File: src/rtl/mem_capture.sv
// mem_capture: receive side of the rank strobe/data link.
// The strobe is generated from clk, so it is sampled directly without
// synchronizers. A dq byte is captured on every strobe level change, and the
// bytes come out as a valid-qualified stream with done/err burst status.
module mem_capture #(
   parameter int DW        = 8,
   parameter int BURST_LEN = 8,
   parameter int TIMEOUT   = 16
) (
   input  logic          clk,
   input  logic          rst,
   input  logic          arm,
   input  logic          dqs_p,
   input  logic          dqs_n,
   input  logic [DW-1:0] dq,
   output logic          rd_valid,
   output logic [DW-1:0] rd_data,
   output logic          rd_last,
   output logic          busy,
   output logic          done,
   output logic          err,
   output logic [1:0]    err_code
);

   localparam int TW = $clog2(TIMEOUT + 1);

   // Strobe levels as {p,n}
   localparam logic [1:0] STB_IDLE = 2'b00;
   localparam logic [1:0] STB_LOW  = 2'b01;
   localparam logic [1:0] STB_HIGH = 2'b10;
   localparam logic [1:0] STB_ILL  = 2'b11;

   localparam logic [1:0] ERR_ILLEGAL = 2'd1;
   localparam logic [1:0] ERR_EARLY   = 2'd2;
   localparam logic [1:0] ERR_TIMEOUT = 2'd3;

   typedef enum logic [1:0] {IDLE, ARMED, PRE, DATA} state_t;

   state_t          state, state_nxt;
   logic            s_p, s_n;
   logic [DW-1:0]   s_dq;
   logic [1:0]      s_stb, prev_stb;
   logic [TW-1:0]   timer;
   logic [7:0]      beat_cnt;
   logic            timer_exp;
   logic            arm_ok;
   logic            strobe_changed;
   logic            last_idx;

   // Decoded control from the output logic
   logic            beat, beat_last, fail, tmr_clr, cnt_clr;
   logic [1:0]      fail_code;

   assign s_stb          = {s_p, s_n};
   assign timer_exp      = (timer >= TW'(TIMEOUT - 1));
   assign strobe_changed = (s_stb != prev_stb);
   assign last_idx       = (beat_cnt == 8'(BURST_LEN - 1));
   // busy covers the done/err cycle so it falls one cycle after the pulse
   assign busy           = (state != IDLE) | done | err;
   assign arm_ok         = arm & ~busy;

   // Input stage: one register per input plus the previous strobe level
   always_ff @(posedge clk) begin
      // NOTE: every register here and below is updated with <= so all of
      // them see the values from before the edge; = would chain them.
      if (rst) begin
         s_p      <= 1'b0;
         s_n      <= 1'b0;
         s_dq     <= '0;
         prev_stb <= STB_IDLE;
      end else begin
         s_p      <= dqs_p;
         s_n      <= dqs_n;
         s_dq     <= dq;
         prev_stb <= s_stb;
      end
   end

   // State register
   always_ff @(posedge clk) begin
      if (rst) state <= IDLE;
      else     state <= state_nxt;
   end

   // Next-state decode
   always_comb begin
      // NOTE: default first so no path through the case leaves state_nxt
      // unassigned, which would infer a latch.
      state_nxt = state;
      case (state)
         IDLE:  if (arm_ok) state_nxt = ARMED;
         ARMED: begin
            case (s_stb)
               STB_LOW:  state_nxt = PRE;
               STB_HIGH: state_nxt = IDLE;
               STB_ILL:  state_nxt = IDLE;
               default:  if (timer_exp) state_nxt = IDLE;
            endcase
         end
         PRE: begin
            case (s_stb)
               STB_HIGH: state_nxt = DATA;
               STB_LOW:  if (timer_exp) state_nxt = IDLE;
               default:  state_nxt = IDLE;
            endcase
         end
         DATA: begin
            if (s_stb == STB_ILL || s_stb == STB_IDLE) state_nxt = IDLE;
            else if (strobe_changed) begin
               if (last_idx) state_nxt = IDLE;
            end else if (timer_exp) state_nxt = IDLE;
         end
         default: state_nxt = IDLE;
      endcase
   end

   // Output decode: beat capture, errors and counter control
   always_comb begin
      beat      = 1'b0;
      beat_last = 1'b0;
      fail      = 1'b0;
      fail_code = 2'd0;
      tmr_clr   = 1'b0;
      cnt_clr   = 1'b0;
      case (state)
         IDLE: if (arm_ok) tmr_clr = 1'b1;
         ARMED: begin
            case (s_stb)
               STB_LOW: begin
                  tmr_clr = 1'b1;
                  cnt_clr = 1'b1;
               end
               STB_HIGH, STB_ILL: begin
                  fail      = 1'b1;
                  fail_code = ERR_ILLEGAL;
               end
               default: if (timer_exp) begin
                  fail      = 1'b1;
                  fail_code = ERR_TIMEOUT;
               end
            endcase
         end
         PRE: begin
            case (s_stb)
               STB_HIGH: begin
                  beat    = 1'b1;
                  tmr_clr = 1'b1;
               end
               STB_LOW: if (timer_exp) begin
                  fail      = 1'b1;
                  fail_code = ERR_TIMEOUT;
               end
               STB_IDLE: begin
                  fail      = 1'b1;
                  fail_code = ERR_EARLY;
               end
               default: begin
                  fail      = 1'b1;
                  fail_code = ERR_ILLEGAL;
               end
            endcase
         end
         DATA: begin
            // Errors are decoded ahead of the beat so they win over capture
            if (s_stb == STB_ILL) begin
               fail      = 1'b1;
               fail_code = ERR_ILLEGAL;
            end else if (s_stb == STB_IDLE) begin
               fail      = 1'b1;
               fail_code = ERR_EARLY;
            end else if (strobe_changed) begin
               beat      = 1'b1;
               beat_last = last_idx;
               tmr_clr   = 1'b1;
            end else if (timer_exp) begin
               fail      = 1'b1;
               fail_code = ERR_TIMEOUT;
            end
         end
         default: ;
      endcase
   end

   // Event timer (saturating) and beat counter
   always_ff @(posedge clk) begin
      if (rst) begin
         timer    <= '0;
         beat_cnt <= '0;
      end else begin
         if (tmr_clr)                     timer <= '0;
         else if (timer != TW'(TIMEOUT))  timer <= timer + 1'b1;
         if (cnt_clr)   beat_cnt <= '0;
         else if (beat) beat_cnt <= beat_cnt + 8'd1;
      end
   end

   // Registered stream and status outputs
   always_ff @(posedge clk) begin
      if (rst) begin
         rd_valid <= 1'b0;
         rd_data  <= '0;
         rd_last  <= 1'b0;
         done     <= 1'b0;
         err      <= 1'b0;
         err_code <= 2'd0;
      end else begin
         rd_valid <= beat;
         rd_last  <= beat_last;
         done     <= beat_last;
         err      <= fail;
         if (beat) rd_data  <= s_dq;
         if (fail) err_code <= fail_code;
      end
   end

endmodule

File: config.mk
export PLATFORM = sky130hd
export DESIGN_NAME = mem_capture
export DESIGN_NICKNAME = d
export VERILOG_FILES = /design/src/rtl/mem_capture.sv
export SDC_FILE = /design/constraint.sdc
export NUM_CORES = 1
export LEC_CHECK = 0
export BUFFER_PORTS_ARGS = -buffer_cell sky130_fd_sc_hd__buf_2
export CAP_MARGIN = 20
export CORE_ASPECT_RATIO = 1.2
export CORE_UTILIZATION = 50
export DETAILED_ROUTE_END_ITERATION = 8
export PLACE_DENSITY = 0.81
export SLEW_MARGIN = 20
export SYNTH_ARGS = -nofsm -noshare
export SYNTH_HDL_FRONTEND = slang
export SYNTH_SLANG_ARGS = --single-unit
File: constraint.sdc
create_clock -name clk -period 2.9 [get_ports clk]
set_clock_uncertainty 0.2 [all_clocks]
set_input_delay 0.145 -clock clk [delete_from_list [all_inputs] [get_ports clk]]
set_output_delay 0.145 -clock clk [all_outputs]
set_load 0.02 [all_outputs]
==> flow_summary_export.csv, run 1 <==
group,metric,value,unit
floorplanning,fp-row-count,23,
run_status,status,"finished with violations",
sta,slew_headroom,59.1,%
clocking,cts_max_path_buffers,2,
power_and_ir_drop,p_leak,0.877,nW
route,drtPass1Iterations,6,
logic_synthesis,synth-seq-cells,40,
clocking,cts_root_buffer,"clkbuf_8",
floorplanning,coreArea,3400,um^2
logic_synthesis,ys_types,42,
grt,first_global_vias,1375,
critical_path,crit_chain,"ha_1, and3_1, ha_1, or2_1, o21a_1, o21ai_0, a22o_1, a31oi_1",
logic_synthesis,ys_seq_area_share,44.6,%
final_layout,multiInputGateArea,907,um^2
route,drcViolationCount,4,
route,first_iter_violations,62,
route,via_per_inst,5.44,
power_and_ir_drop,irDropWorstVdd,0.000380,V
sta,fin_tns_setup,0,ns
clocking,cts_resized,0,
grt,overflow,0,
sta,maxSlewViolCount,0,
sta,fmax,417,MHz
run,drv_cap,0,
clocking,cts_made_buffers,5,
logic_synthesis,synth_top_area_cell,"dfxtp_1",
logic_synthesis,yosys_warnings,0,
placed_design,dp_hpwl,2420,um
clocking,cts_tree,"yes",
placed_design,place_congestion,0.887,
route,num_vias,1519,
sta,hold_viol_final,0,
clocking,ctsHtreeMaxLevel,2,
final_layout,final_util,64.1,%
logic_synthesis,synth_area,1790,um^2
grt,antenna_found_initial,0,
placed_design,place_inst,260,
final_layout,drive_gt1_share,18.2,%
route,drt_wl_total,3710,um
sta,max_slew.worst_pin.slew,0.610,ns
power_and_ir_drop,powerDensity,516,nW/um^2
final_layout,fillers,285,
sta,setup_ws,0.502,ns
clocking,path_clk_slew,0.08,ns
final_layout,n_antenna_cell,0,
critical_path,critical_path_class,"flop to flop",
critical_path,worst-path-max-fanout,5,
route,detail-route-antenna-nets,0,
logic_synthesis,synth_top_area_share,44.6,%
clocking,cts.sinks,40,
placed_design,dp_slack,0.518,ns
final_layout,nets,263,
logic_synthesis,syn_area_per_cell,8.93,um^2
logic_synthesis,syn-num-nets,223,
placed_design,port_buffers,27,
floorplanning,dieArea,3830,um^2
grt,grt_pass1_wl,6060,um
logic_synthesis,syn_inst,201,
critical_path,critical_path_required,2.86,ns
critical_path,crit_path_start_kind,"flop",
run_status,violations,"design-rule violations",
final_layout,layoutNonFillerInstCount,279,
grt,track_usage,21.2,%
route,wl_per_cell,13.3,um
floorplanning,fp.dieH,67.6,um
power_and_ir_drop,power,1.12,mW
worst_hold_path,hp-class,"input pin to flop",
critical_path,critical-path-max-stage-delay,0.42,ns
floorplanning,pin_count,28,
sta,rsz0062_at_grt,"no",
critical_path,arrival,2.35,ns
logic_synthesis,yosys-top-cells-area,"dfxtp_1, ha_1, xnor2_1",
sta,fin_crit_sh,82.7,%
clocking,worst_skew_pair.late_latency,0.29,ns
grt,grt_max_degree,29,
floorplanning,dieWidth,56.7,um
critical_path,slowest_stage,"o21ai_0",
critical_path,worst_path_most_repeated_cell,"ha_1",
sta,fin_crit,2.40,ns
final_layout,area_growth,21.4,%
floorplanning,start_util,52.8,%
sta,setup_violations,0,
critical_path,cp-end-kind,"flop",
final_layout,regArea,801,um^2
==> layout by cell type, fill, tap and decap left out, types with 2 or more instances in the layout <==
master          n
and3_1          2
nor2b_1        11
nor3_1          2
and2_1          2
nor2_1         18
o21a_1          4
dfxtp_1        40
o21bai_1        2
buf_2          27
clkbuf_8        5
a31oi_1         3
ha_1            9
nand3_1        15
inv_1           9
xnor2_1        11
a211oi_2        2
nand2_1        21
nand4_1         2
dlygate4sd3_1  11
a21oi_1        15
o21ai_0         3
buf_4           4
==> path summary, 6_finish.rpt <==
path / slack, ns / cells past startpoint / from / endpoint
worst min-delay path: 0.08 / 2 / rst / prev_stb[1]
worst min register to register: 0.24 / 2 / s_dq[4] / rd_data[4]
worst max register to register: 0.50 / 8 / timer[1] / err_code[0]
worst max-delay path: 0.50 / 8 / timer[1] / err_code[0]
==> report_power, final <==
| part | internal, mW | switching (mW) |
|---|---|---|
| registers | 0.563 | 0.0107 |
| logic | 0.0439 | 0.0484 |
| clock network | 0.259 | 0.199 |
| total | 0.866 | 0.258 |
==> synth_stat cells <==
cell	number
a2111o_1	1
a211oi_1	1
a211oi_2	2
a21boi_0	1
a21boi_1	1
a21oi_1	15
a221oi_1	1
a22o_1	1
a31oi_1	3
a41o_1	1
a41oi_1	1
and2_1	2
and2b_1	1
and3_1	2
and4_1	1
buf_4	3
buf_6	1
clkbuf_1	5
dfxtp_1	40
ha_1	9
inv_1	9
mux2i_1	1
nand2_1	21
nand3_1	15
nand4_1	2
nor2_1	18
nor2b_1	11
nor3_1	2
nor3_2	1
nor3b_1	1
o211a_1	1
o211ai_1	1
o21a_1	4
o21ai_0	3
o21bai_1	2
o31ai_1	1
o32a_1	1
or2_1	1
or2_2	1
or3b_4	1
xnor2_1	11
xor2_1	1
==> per-layer routing <==
layer	part of all wire, %	wire (um)	track usage [%]
met1	45	1660	24.4
met2	50	1860	36.8
met3	2.9	108	5.94
met4	2.2	80	9.38
met5	0	0	0
==> final cells by class <==
| cell class | instances | share of cell area [%] |
|---|---|---|
| clock buffers | 5 | 3.16 |
| inverters | 9 | 1.55 |
| multi-input cells | 143 | 41.6 |
| repair buffers | 42 | 12.6 |
| well taps | 37 | 2.13 |
| flip-flops and latches | 40 | 36.8 |
| clock inverters | 3 | 2.13 |
==> sequential cells by signal (all words and copies together), names as in the netlist <==
signal / flops
beat_cnt: 8
done: 1
err: 1
err_code: 2
prev_stb: 2
rd_data: 8
rd_valid: 1
s_dq: 8
s_n: 1
s_p: 1
state: 2
timer: 5
==> stage by stage <==
step	instance area, um^2	hold slack (ns)
floorplan	1790	0.0732
global placement	1950	0.153
detailed placement	1950	0.161
finish	2180	0.0803
global route	2180	0.110
CTS	2180	0.0751
==> worst max-delay path: cells and delay by family, from the launching register on <==
family,cells,cell delay [ns]
AOI/OAI and AO/OA,4,0.91
and+or+nand+nor,2,0.42
adders and majority gates,2,0.38
DFF,1,0.34
==> repair_timing <==
item	CTS	global route
hold buffers	11	0
hold endpoints to repair	11	0
buffers inserted	0	0
==> cell families after synthesis <==
family | Yosys count | share of synthesized area, %
adder cells (fa/ha/maj) | 9 | 6.28
XOR/XNOR | 12 | 5.86
AND/OR/NAND/NOR | 80 | 22.0
flip-flops | 40 | 44.6
buffers and inverters | 18 | 4.81
AO/OA/AOI/OAI | 41 | 15.8
multiplexers | 1 | 0.558
Power figures use the tool's default switching activity.
==> inputs of run 2 (changes only) <==
Settings changed: PLACE_DENSITY 0.81 to 0.83.
Clock period 2.9 ns to 2 ns, I/O delays scaled along.
==> flow_summary_export.csv, run 2 (same netlist as run 1, synthesis figures left out) <==
group,metric,value,unit
clocking,cts_tree,"yes",
critical_path,arrival,2.09,ns
floorplanning,coreArea,3400,um^2
critical_path,slowest_stage,"dfxtp_2",
critical_path,critical-path-max-stage-delay,0.35,ns
clocking,ctsHtreeMaxLevel,2,
placed_design,dpl_cell_area,2130,um^2
floorplanning,dieWidth,56.7,um
route,drt_wl_total,4980,um
grt,grt_use_met2,44.6,%
sta,setup_ws,-0.0913,ns
route,num_vias,1683,
placed_design,place_congestion,0.984,
final_layout,reg_top3,"beat_cnt: 8 flops, rd_data: 8 flops, s_dq: 8 flops",
critical_path,crit_chain,"ha_4, and3_4, ha_4, or2_4, o211ai_1, o21a_1, a41o_1, a31oi_1",
route,drcViolationCount,2,
final_layout,final_common_cell,"dfxtp_1",
route,wl_per_cell,16.6,um
clocking,worst_skew_pair.late_latency,0.30,ns
run_status,status,"finished with violations",
grt,overflow,0,
sta,rsz0062_at_grt,"yes",
placed_design,dp_hpwl,2590,um
grt,grt_pass1_wl,7330,um
final_layout,multiInputGateArea,985,um^2
sta,setup_violations,4,
final_layout,n_antenna_cell,0,
sta,fin_crit_sh,105,%
sta,fin_crit,2.09,ns
grt,track_usage,25.6,%
clocking,cts.sinks,40,
placed_design,port_buffers,27,
sta,max_slew.worst_pin.slew,0.316,ns
sta,fmax,478,MHz
power_and_ir_drop,irDropWorstVdd,0.000507,V
grt,top_usage_layer,"met2",
grt,antenna_found_initial,0,
floorplanning,fp-row-count,23,
floorplanning,dieArea,3830,um^2
final_layout,area_growth,37.7,%
final_layout,regArea,813,um^2
final_layout,nets,284,
grt,grt_max_degree,28,
power_and_ir_drop,powerDensity,677,nW/um^2
grt,first_global_vias,1538,
final_layout,fillers,241,
clocking,cts_root_buffer,"clkbuf_8",
sta,slew_headroom,78.9,%
final_layout,final_area,2470,um^2
power_and_ir_drop,p_leak,0.997,nW
sta,fin_tns_setup,-0.164,ns
final_layout,final_cell_mix,"dfxtp_1, buf_2, buf_4",
critical_path,critical_path_class,"flop to flop",
run,drv_cap,0,
critical_path,cp-end-kind,"flop",
floorplanning,start_util,52.8,%
critical_path,critical_path_required,2.00,ns
grt,use_met1,30.0,%
floorplanning,pin_count,28,
grt,globalRouteMet3Util,6.13,%
clocking,cts_made_buffers,5,
route,first_iter_violations,95,
placed_design,dp_slack,-0.0960,ns
sta,hold_viol_final,0,
critical_path,crit_path_start_kind,"flop",
clocking,cts_max_path_buffers,2,
sta,maxSlewViolCount,0,
clocking,path_clk_slew,0.08,ns
critical_path,worst_path_most_repeated_cell,"ha_4",
route,via_per_inst,5.61,
floorplanning,fp.dieH,67.6,um
route,detail-route-antenna-nets,0,
worst_hold_path,hp-class,"input pin to flop",
run_status,violations,"design-rule violations, negative setup slack",
critical_path,worst-path-max-fanout,4,
route,drtPass1Iterations,7,
final_layout,drive_gt1_share,30.4,%
-- run 2: cell types whose count changed in the layout (fill, tap and decap cells not counted), moves of 2 or more --
cell | before | now
dfxtp_1 | 40 | 36
ha_4 | 0 | 2
ha_1 | 9 | 6
clkbuf_16 | 0 | 2
dfxtp_4 | 0 | 3
buf_4 | 4 | 22
buf_12 | 0 | 2
or2_4 | 0 | 2
-- run 2: stage by stage --
step	utilization, %	hold WS (ns)	power [mW]	std cells
final	72.7	0.0733	1.67	300
after CTS	69.7	0.0609	1.65	293
after global placement	62.7	0.106	0.985	274
after global routing	72.7	0.125	1.71	300
after floorplan	-	0.0282	0.934	201
after detailed placement	62.7	0.115	0.989	274
-- run 2: critical path, delay by kind of cell (launching register included) --
kind / cells / cell delay [ns]
compound gates: 4 / 0.73
fa+ha+maj: 2 / 0.30
flops: 1 / 0.35
simple gates: 2 / 0.41
-- run 2: cell type report --
type | count | area share, %
Clock buffer | 7 | 4.36
Clock inverter | 1 | 0.355
Timing Repair Buffer | 63 | 19.3
Inverter | 9 | 1.37
Sequential cell | 40 | 32.9
Multi-Input combinational cell | 143 | 39.9
Tap cell | 37 | 1.87
-- run 2: path summary, 6_finish.rpt --
check	to	slack, ns	start	cells after the start
worst min-delay path	timer[0]	0.07	rst	4
worst min register to register	rd_data[1]	0.25	s_dq[1]	2
worst max register to register	err_code[1]	-0.09	timer[0]	8
worst max-delay path	err_code[1]	-0.09	timer[0]	8
-- run 2: metal layers --
metal  part of all wire (%)  wire length [um]
met3                    4.4               219
met4                    1.6                81
met1                     41              2040
met5                      0                 0
met2                     53              2640
-- run 2: where the power goes --
part / switching (mW) / internal (mW)
Sequential: 0.0141 / 0.816
Clock: 0.308 / 0.358
Combinational: 0.0920 / 0.0832
-- run 2: timing repair --
item                                   CTS  global route
gates resized for setup                  3             9
hold buffers                            11             0
cloned                                   0             1
setup buffers                            0             6
pin swaps                                3             9
endpoints found under the hold margin   11             0
setup endpoints to repair                6             8
